[config.mk]
export PLATFORM = sky130hd
export DESIGN_NAME = mdio_peripheral
export DESIGN_NICKNAME = d
export VERILOG_FILES = /design/src/rtl/mdio_peripheral.sv
export SDC_FILE = /design/constraint.sdc
export NUM_CORES = 1
export LEC_CHECK = 0
export ABC_AREA = 1
export CAP_MARGIN = 10
export CORE_AREA = 2 2 70 106
export DETAILED_ROUTE_END_ITERATION = 8
export DIE_AREA = 0 0 72 108
export PLACE_DENSITY = 0.82
export SYNTH_ARGS = -nofsm -noshare
export SYNTH_HDL_FRONTEND = slang
export SYNTH_SLANG_ARGS = --single-unit
[constraint.sdc]
create_clock -name CLK -period 5.6 [get_ports CLK]
set_input_delay 1.4 -clock CLK [delete_from_list [all_inputs] [get_ports CLK]]
set_output_delay 1.4 -clock CLK [all_outputs]
set_load 0.005 [all_outputs]
[src/rtl/mdio_peripheral.sv]
// mdio_peripheral: PHY-side MDIO management target.
// Decodes serial frames from the controller and serves a local register port.
module mdio_peripheral #(
    parameter bit BROADCAST_EN = 1'b1
) (
    input  logic        CLK,
    input  logic        RESET,
    input  logic [4:0]  PHY_ADDR,
    input  logic        MDC,
    input  logic        MDIO_OUT,
    input  logic        MDIO_OE,
    output logic        MDIO_IN,
    output logic        MDIO_IN_OE,
    output logic [4:0]  REG_ADDR,
    output logic [15:0] REG_WDATA,
    output logic        REG_WE,
    output logic        REG_RE,
    input  logic [15:0] REG_RDATA,
    output logic        BUSY,
    output logic        FRAME_ERR
);

    typedef enum logic [3:0] {
        S_IDLE, S_ST, S_OP, S_PHYAD, S_REGAD,
        S_WR_TA, S_WR_DATA, S_RD_TA, S_RD_DATA, S_SKIP
    } state_t;

    state_t      state_q, state_d;
    logic        mdc_q;
    logic [4:0]  cnt_q, cnt_d;
    logic [1:0]  op_q, op_d;
    logic [4:0]  phy_q, phy_d;
    logic [4:0]  regad_q, regad_d;
    logic [15:0] wsh_q, wsh_d;
    logic [15:0] rsh_q, rsh_d;
    logic        re_dly_q, re_dly_d;
    logic        mdio_in_q, mdio_in_d;
    logic        mdio_oe_q, mdio_oe_d;
    logic [4:0]  addr_q, addr_d;
    logic [15:0] wdata_q, wdata_d;
    logic        we_q, we_d;
    logic        re_q, re_d;
    logic        busy_q, busy_d;
    logic        err_q, err_d;

    logic rise;
    logic wr_ph;
    logic rd_ph;
    logic abort;
    logic hit;

    assign rise  = MDC & ~mdc_q;
    assign wr_ph = (state_q == S_WR_TA) || (state_q == S_WR_DATA);
    assign rd_ph = (state_q == S_RD_TA) || (state_q == S_RD_DATA);

    // Controller must drive through the address phase and all of a write;
    // it must stay off the line while we return read data.
    assign abort = (state_q != S_IDLE) &&
                   ((!MDIO_OE && (cnt_q <= 5'd13 || wr_ph)) ||
                    (MDIO_OE && rd_ph && cnt_q >= 5'd15));

    assign hit = (phy_q == PHY_ADDR) ||
                 (BROADCAST_EN && phy_q == 5'd0 && op_q == 2'b01);

    always_comb begin
        state_d   = state_q;
        cnt_d     = cnt_q;
        op_d      = op_q;
        phy_d     = phy_q;
        regad_d   = regad_q;
        wsh_d     = wsh_q;
        rsh_d     = rsh_q;
        re_dly_d  = re_q;
        mdio_in_d = mdio_in_q;
        mdio_oe_d = mdio_oe_q;
        addr_d    = addr_q;
        wdata_d   = wdata_q;
        we_d      = 1'b0;
        re_d      = 1'b0;
        err_d     = 1'b0;
        if (re_dly_q) begin
            rsh_d = REG_RDATA;
        end
        if (rise) begin
            cnt_d = (cnt_q == 5'd31) ? cnt_q : cnt_q + 5'd1;
            if (abort) begin
                state_d   = S_IDLE;
                err_d     = 1'b1;
                mdio_oe_d = 1'b0;
                mdio_in_d = 1'b0;
            end else begin
                unique case (state_q)
                    S_IDLE: begin
                        if (MDIO_OE && !MDIO_OUT) begin
                            state_d = S_ST;
                        end
                    end
                    S_ST: begin
                        if (MDIO_OUT) begin
                            state_d = S_OP;
                        end else begin
                            err_d   = 1'b1;
                            state_d = S_IDLE;
                        end
                    end
                    S_OP: begin
                        op_d = {op_q[0], MDIO_OUT};
                        if (cnt_q == 5'd3) begin
                            if (op_d == 2'b01 || op_d == 2'b10) begin
                                state_d = S_PHYAD;
                            end else begin
                                err_d   = 1'b1;
                                state_d = S_SKIP;
                            end
                        end
                    end
                    S_PHYAD: begin
                        phy_d = {phy_q[3:0], MDIO_OUT};
                        if (cnt_q == 5'd8) begin
                            state_d = S_REGAD;
                        end
                    end
                    S_REGAD: begin
                        regad_d = {regad_q[3:0], MDIO_OUT};
                        if (cnt_q == 5'd13) begin
                            if (!hit) begin
                                state_d = S_SKIP;
                            end else if (op_q == 2'b10) begin
                                addr_d  = regad_d;
                                re_d    = 1'b1;
                                state_d = S_RD_TA;
                            end else begin
                                addr_d  = regad_d;
                                state_d = S_WR_TA;
                            end
                        end
                    end
                    S_WR_TA: begin
                        if (cnt_q == 5'd15) begin
                            state_d = S_WR_DATA;
                        end
                    end
                    S_WR_DATA: begin
                        wsh_d = {wsh_q[14:0], MDIO_OUT};
                        if (cnt_q == 5'd31) begin
                            wdata_d = wsh_d;
                            we_d    = 1'b1;
                            state_d = S_IDLE;
                        end
                    end
                    S_RD_TA: begin
                        if (cnt_q == 5'd14) begin
                            mdio_oe_d = 1'b1;
                            mdio_in_d = 1'b0;
                        end else begin
                            mdio_in_d = rsh_q[15];
                            rsh_d     = {rsh_q[14:0], 1'b0};
                            state_d   = S_RD_DATA;
                        end
                    end
                    S_RD_DATA: begin
                        if (cnt_q == 5'd31) begin
                            mdio_oe_d = 1'b0;
                            mdio_in_d = 1'b0;
                            state_d   = S_IDLE;
                        end else begin
                            mdio_in_d = rsh_q[15];
                            rsh_d     = {rsh_q[14:0], 1'b0};
                        end
                    end
                    S_SKIP: begin
                        if (cnt_q == 5'd31) begin
                            state_d = S_IDLE;
                        end
                    end
                    default: begin
                        state_d = S_IDLE;
                    end
                endcase
            end
            if (state_d == S_IDLE) begin
                cnt_d = 5'd0;
            end
        end
        busy_d = (state_d != S_IDLE);
    end

    always_ff @(posedge CLK or negedge RESET) begin
        if (!RESET) begin
            state_q   <= S_IDLE;
            mdc_q     <= 1'b0;
            cnt_q     <= '0;
            op_q      <= '0;
            phy_q     <= '0;
            regad_q   <= '0;
            wsh_q     <= '0;
            rsh_q     <= '0;
            re_dly_q  <= 1'b0;
            mdio_in_q <= 1'b0;
            mdio_oe_q <= 1'b0;
            addr_q    <= '0;
            wdata_q   <= '0;
            we_q      <= 1'b0;
            re_q      <= 1'b0;
            busy_q    <= 1'b0;
            err_q     <= 1'b0;
        end else begin
            state_q   <= state_d;
            mdc_q     <= MDC;
            cnt_q     <= cnt_d;
            op_q      <= op_d;
            phy_q     <= phy_d;
            regad_q   <= regad_d;
            wsh_q     <= wsh_d;
            rsh_q     <= rsh_d;
            re_dly_q  <= re_dly_d;
            mdio_in_q <= mdio_in_d;
            mdio_oe_q <= mdio_oe_d;
            addr_q    <= addr_d;
            wdata_q   <= wdata_d;
            we_q      <= we_d;
            re_q      <= re_d;
            busy_q    <= busy_d;
            err_q     <= err_d;
        end
    end

    assign MDIO_IN    = mdio_in_q;
    assign MDIO_IN_OE = mdio_oe_q;
    assign REG_ADDR   = addr_q;
    assign REG_WDATA  = wdata_q;
    assign REG_WE     = we_q;
    assign REG_RE     = re_q;
    assign BUSY       = busy_q;
    assign FRAME_ERR  = err_q;

endmodule

==> impl_metrics.env, run 1 <==
export IMPL_outcome="finished, final reports clean"
export IMPL_io_buffers=52
export IMPL_fin_crit_ps=3275
export IMPL_slew_viol_final=0
export IMPL_synthDominantCellAreaShare_pct=50.62
export IMPL_wl_um=8454
export IMPL_hpwl_um=6009
export IMPL_place_inst=609
export IMPL_ant_nets=0
export IMPL_wire_per_inst_um=13.53
export IMPL_drt_iter0_drc=328
export IMPL_grt_setup_unrepaired="false"
export IMPL_fill_cells=553
export IMPL_cts_tree="done"
export IMPL_drive_gt1_share_pct=7.313
export IMPL_crit_type="in2reg"
export IMPL_numCtsBuffers=9
export IMPL_grtUsageTotal_pct=23.00
export IMPL_design_area_um2=4716
export IMPL_core_area_um2=6805
export IMPL_grt_max_degree=81
export IMPL_finalCritPeriodShare_pct=58.48
export IMPL_initial_core_util_pct=58.12
export IMPL_seq_area_frac_synth_pct=50.62
export IMPL_cts_root_buffer="clkbuf_8"
export IMPL_setup_viol=0
export IMPL_drc_errors=0
export IMPL_setup_tns_ps=0
export IMPL_holdCritPathClass="reg2reg"
export IMPL_viasPerCell=5.502
export IMPL_synthesis_nets=523
export IMPL_crit_path_max_fanout=30
export IMPL_synth_cell_type_count=34
export IMPL_worstMarginPinSlew_ps=987.4
export IMPL_max_freq_mhz=305.4
export IMPL_synth_area_um2=3955
export IMPL_endpoint_kind="register"
export IMPL_fin_skew_ps=8.913
export IMPL_multiInputGateArea_um2=1627
export IMPL_cts_hold_buf=0
export IMPL_whs_ps=402.5
export IMPL_dr_pass1_iters=5
export IMPL_die_area_um2=7776
export IMPL_yosys_area_top_type="dfrtp_1"
export IMPL_die_height_um=108
export IMPL_maxCapViolCount=0
export IMPL_relSlewSlack_pct=34.18
export IMPL_antenna_found_initial=0
export IMPL_synthToLayoutAreaGrowth_pct=19.23
export IMPL_grt_pass1_vias=3231
export IMPL_num_io_pins=53
export IMPL_finalHoldViolCount=0
export IMPL_grt_overflow_total=0
export IMPL_ctsLongestPathBuffers=2
export IMPL_synth_cells=491
export IMPL_gp_congestion=0.9153
export IMPL_h_tree_depth=3
export IMPL_cts_sinks=80
export IMPL_grt_pass1_wl_um=14210
export IMPL_cts_resized=0
export IMPL_final_cells=625
export IMPL_rows=37
export IMPL_ys_warnings_count=0
export IMPL_vias=3439
export IMPL_clk_pin_slew_worst_paths_ps=80
export IMPL_worst_ep_arrival_time_ps=3510
export IMPL_dpl_instance_area_um2=4511
export IMPL_critical_path_required_ps=5840
export IMPL_clk_latency_ps=350
export IMPL_synth_area_leaders="dfrtp_1 51%, nand2_1 14%, inv_1 5.9%"
export IMPL_cts_setup_buffers=0
export IMPL_power_density_nw_per_um2=318.6
export IMPL_start_kind="input pin"
export IMPL_synth_seq_cells=80
export IMPL_area_sequential_um2=2002
export IMPL_nets=574
export IMPL_die_w_um=72
export IMPL_cellLeakagePower_nw=2.171
export IMPL_ir_drop_mv=0.2141
export IMPL_n_antenna_cell=0
export IMPL_avgSynthCellArea_um2=8.055
state kept, by name, indices dropped and copies added, names as in the netlist, 2 cells and up:
name	flops
phy_q	5
regad_q	4
rsh_q	16
op_q	2
cnt_q	5
wsh_q	15
REG_WDATA	16
state_q	4
REG_ADDR	5
cell type report:
cell class / count / share of cell area [%]
clock inverter: 7 / 1.725
tap: 78 / 2.070
sequential: 80 / 42.45
multi-input combinational: 329 / 34.49
timing repair buffer: 53 / 11.14
inverter: 69 / 5.492
clock buffer: 9 / 2.627
per-stage QoR:
step                power (mW)  worst slack, ps  util (%)
CTS                      1.502             2324     69.30
detailed placement       1.074             2025     66.28
global placement         1.055             2152     66.28
finish                   1.503             2325     69.30
floorplan               0.9564             3012         -
global route             1.590             2089     69.30
critical path, cell delays in order:
cell and delay [ps]:
clkdlybuf4s50_1 470, inv_1 40, nor2_1 80, buf_4 210, nand2_2 80, inv_2 230
nand2_1 560, o21ai_0 410
Yosys cell counts:
master and count:
inv_1 62, ha_1 6, nand2_4 1, buf_2 6
nand3_2 1, a31oi_1 1, clkbuf_1 4, a21boi_0 1
o211ai_1 10, mux2_1 1, nand2_2 6, inv_2 6
nand3_4 1, nand2_1 146, o21ai_0 33, nand3_1 19
clkinv_1 1, o21ai_1 27, buf_4 3, nor2_2 6
nor3_2 1, a21oi_1 8, o21a_1 2, mux2i_1 7
xnor2_1 1, nor3_1 2, and2_1 1, nand4_1 10
xor2_1 1, o31ai_1 1, nor2_1 29, dfrtp_1 80
o22a_1 1, o22ai_1 6
kinds of logic (layout without fill, tap and decap cells):
family | count (synthesis) | after routing | share of synthesized area [%]
AOI/OAI and AO/OA | 90 | 90 | 12.59
xor gates and xnor gates | 2 | 2 | 0.4430
adders and majority gates | 6 | 6 | 1.898
buffers and inverters | 82 | 138 | 8.257
DFF | 80 | 80 | 50.62
muxes | 8 | 8 | 2.056
and+or+nand+nor | 223 | 223 | 24.14
metal layers:
| layer | GRT usage, % | part of all wire (%) | up-vias |
|---|---|---|---|
| li1 | - | - | 1685 |
| met2 | 39.29 | 51 | 116 |
| met3 | 4.194 | 4.3 | 32 |
| met5 | 0 | 0 | - |
| met1 | 28.70 | 42 | 1606 |
| met4 | 9.164 | 2.6 | 0 |
where the power goes:
| part | leakage, nW | total (mW) | internal (mW) | switching (mW) |
|---|---|---|---|---|
| combinational | 1.01 | 0.349 | 0.131 | 0.218 |
| clock | 0.105 | 0.434 | 0.211 | 0.223 |
| sequential | 1.06 | 0.719 | 0.652 | 0.0669 |
placed cells by master, fill, tap and decap left out, types with 4 or more instances in the layout:
cell,count
nand2_1,146
dfrtp_1,80
inv_1,62
clkdlybuf4s50_1,51
o21ai_0,33
nor2_1,29
o21ai_1,27
nand3_1,19
o211ai_1,10
nand4_1,10
clkbuf_8,9
a21oi_1,8
mux2i_1,7
inv_2,6
nand2_2,6
nor2_2,6
o22ai_1,6
ha_1,6
clkinv_4,4
worst paths after layout:
path                            slack (ps)          end  startpoint  cells after the start
worst max-delay path                  2330     wsh_q[4]         MDC                      8
worst min-delay path                   400     re_dly_q      REG_RE                      0
worst max register to register        2690     wsh_q[4]    cnt_q[0]                     13
worst min register to register         400     re_dly_q      REG_RE                      0
max in group asynchronous             3740  REG_ADDR[0]       RESET                      1
min in group asynchronous             1190     cnt_q[3]       RESET                      1
No activity file was read; power rests on OpenSTA's default activity.
==> run 2, diff against run 1 <==
- CORE_AREA: 2 2 70 106 -> 2 2 76 114
- DIE_AREA: 0 0 72 108 -> 0 0 78 116
- PLACE_DENSITY: 0.82 -> 0.74
- clock period: 5.6 -> 2.64 ns (I/O delays scaled with it)
==> impl_metrics.env, run 2 (synthesized netlist as in run 1, its figures left out) <==
export IMPL_holdCritPathClass="in2async"
export IMPL_viasPerCell=5.109
export IMPL_power_density_nw_per_um2=713.3
export IMPL_fin_skew_ps=6.940
export IMPL_rows=40
export IMPL_clk_pin_slew_worst_paths_ps=60
export IMPL_start_kind="register"
export IMPL_finalHoldViolCount=0
export IMPL_worstMarginPinSlew_ps=555.7
export IMPL_core_area_um2=8008
export IMPL_crit_path_start="cnt_q[1]"
export IMPL_final_common_cell="nand2_1"
export IMPL_worst_ep_arrival_time_ps=2640
export IMPL_cellLeakagePower_nw=2.254
export IMPL_grt_pass1_wl_um=14720
export IMPL_wl_um=8464
export IMPL_drt_iter0_drc=313
export IMPL_path_common_cell="nand2_1"
export IMPL_die_height_um=116
export IMPL_setup_viol=0
export IMPL_drive_gt1_share_pct=8.484
export IMPL_synthToLayoutAreaGrowth_pct=24.68
export IMPL_n_antenna_cell=0
export IMPL_crit_buf_inv=2
export IMPL_grt_setup_unrepaired="false"
export IMPL_die_area_um2=9048
export IMPL_setup_tns_ps=0
export IMPL_ant_nets=0
export IMPL_crit_family="simple AND/OR/NAND/NOR gates"
export IMPL_fin_crit_ps=2416
export IMPL_numCtsBuffers=9
export IMPL_cts_root_buffer="clkbuf_16"
export IMPL_cp_slowest_cell="dfrtp_1"
export IMPL_gp_congestion=0.9809
export IMPL_crit_type="reg2reg"
export IMPL_outcome="finished, final reports clean"
export IMPL_fin_total_pwr_mw=3.517
export IMPL_grt_pass1_vias=3263
export IMPL_r2r_start="cnt_q[1]"
export IMPL_whs_ps=307.8
export IMPL_critical_path_required_ps=2860
export IMPL_crit_path_max_fanout=8
export IMPL_slew_viol_final=0
export IMPL_antenna_found_initial=0
export IMPL_relSlewSlack_pct=62.86
export IMPL_maxCapViolCount=0
export IMPL_dp_worst_setup_slack_ps=187.2
export IMPL_grt_overflow_total=0
export IMPL_ctsLongestPathBuffers=2
export IMPL_drc_errors=0
export IMPL_path_cells="ha_1 -> inv_1 -> nor2_1 -> ha_2 -> inv_1 -> nand2_1 -> nand2_1 -> nor2_1 -> o21ai_1 -> nand2_1 -> nand2_1 -> nor2_2 -> nand2_2 -> nand2_1 -> nand2_2 -> nand2_1 -> nand2_1"
export IMPL_final_cell_mix="146 x nand2_1, 80 x dfrtp_1, 62 x inv_1"
export IMPL_clk_latency_ps=340
export IMPL_dr_pass1_iters=4
export IMPL_max_freq_mhz=413.9
export IMPL_initial_core_util_pct=49.39
export IMPL_num_io_pins=53
export IMPL_wire_per_inst_um=12.84
export IMPL_endpoint_kind="register"
export IMPL_die_w_um=78
export IMPL_ir_drop_mv=0.4767
export IMPL_r2r_slack_ps=220
export IMPL_grt_max_degree=43
export IMPL_grtUsageTotal_pct=20.50
export IMPL_cts_sinks=80
export IMPL_cts_tree="done"
export IMPL_layout_setup_ws_ps=224.0
export IMPL_nets=581
export IMPL_final_core_util_pct=61.58
export IMPL_io_buffers=52
export IMPL_vias=3367
export IMPL_slowest_delay_ps=450
export IMPL_hpwl_um=6067
export IMPL_finalCritPeriodShare_pct=91.52
export IMPL_h_tree_depth=3
run 2: final cells by class:
class / count / area [µm²]
fillers: 707 / 3077
flip-flops and latches: 80 / 2002
multi-input cells: 329 / 1629
repair buffers: 60 / 603.1
inverters: 69 / 259.0
clock buffers: 11 / 242.7
well taps: 105 / 131.4
clock inverters: 5 / 63.81
run 2: timing repair:
action,4_1_cts,5_1_grt
hold buffers,0,0
endpoints found under the setup margin,0,5
setup buffers,0,0
gates resized for setup,0,1
run 2: through the flow:
step	instance area, µm²	std cells
floorplan	3955	491
global placement	4622	643
global route	4931	659
CTS	4928	659
finish	4931	659
detailed placement	4622	643
run 2: final timing paths:
check | to | cells after the start
min in group CLK | re_dly_q | 0
min reg2reg | re_dly_q | 0
max reg2reg | cnt_q[3] | 17
max | cnt_q[3] | 17
max in group asynchronous | rsh_q[11] | 2
min | REG_ADDR[1] | 1
run 2: power by group:
part,switching (mW),total [mW],internal [mW]
Clock,0.489,1.25,0.764
Combinational,0.453,0.740,0.288
Sequential,0.138,1.52,1.39
Total,1.08,3.52,2.44
run 2: metal layers:
layer	vias up	share of wire [%]	GRT usage (%)
li1	1698	-	-
met1	1553	42	24.96
met2	101	51	35.46
met3	15	5.0	3.816
met4	0	1.8	9.240
met5	-	0	0
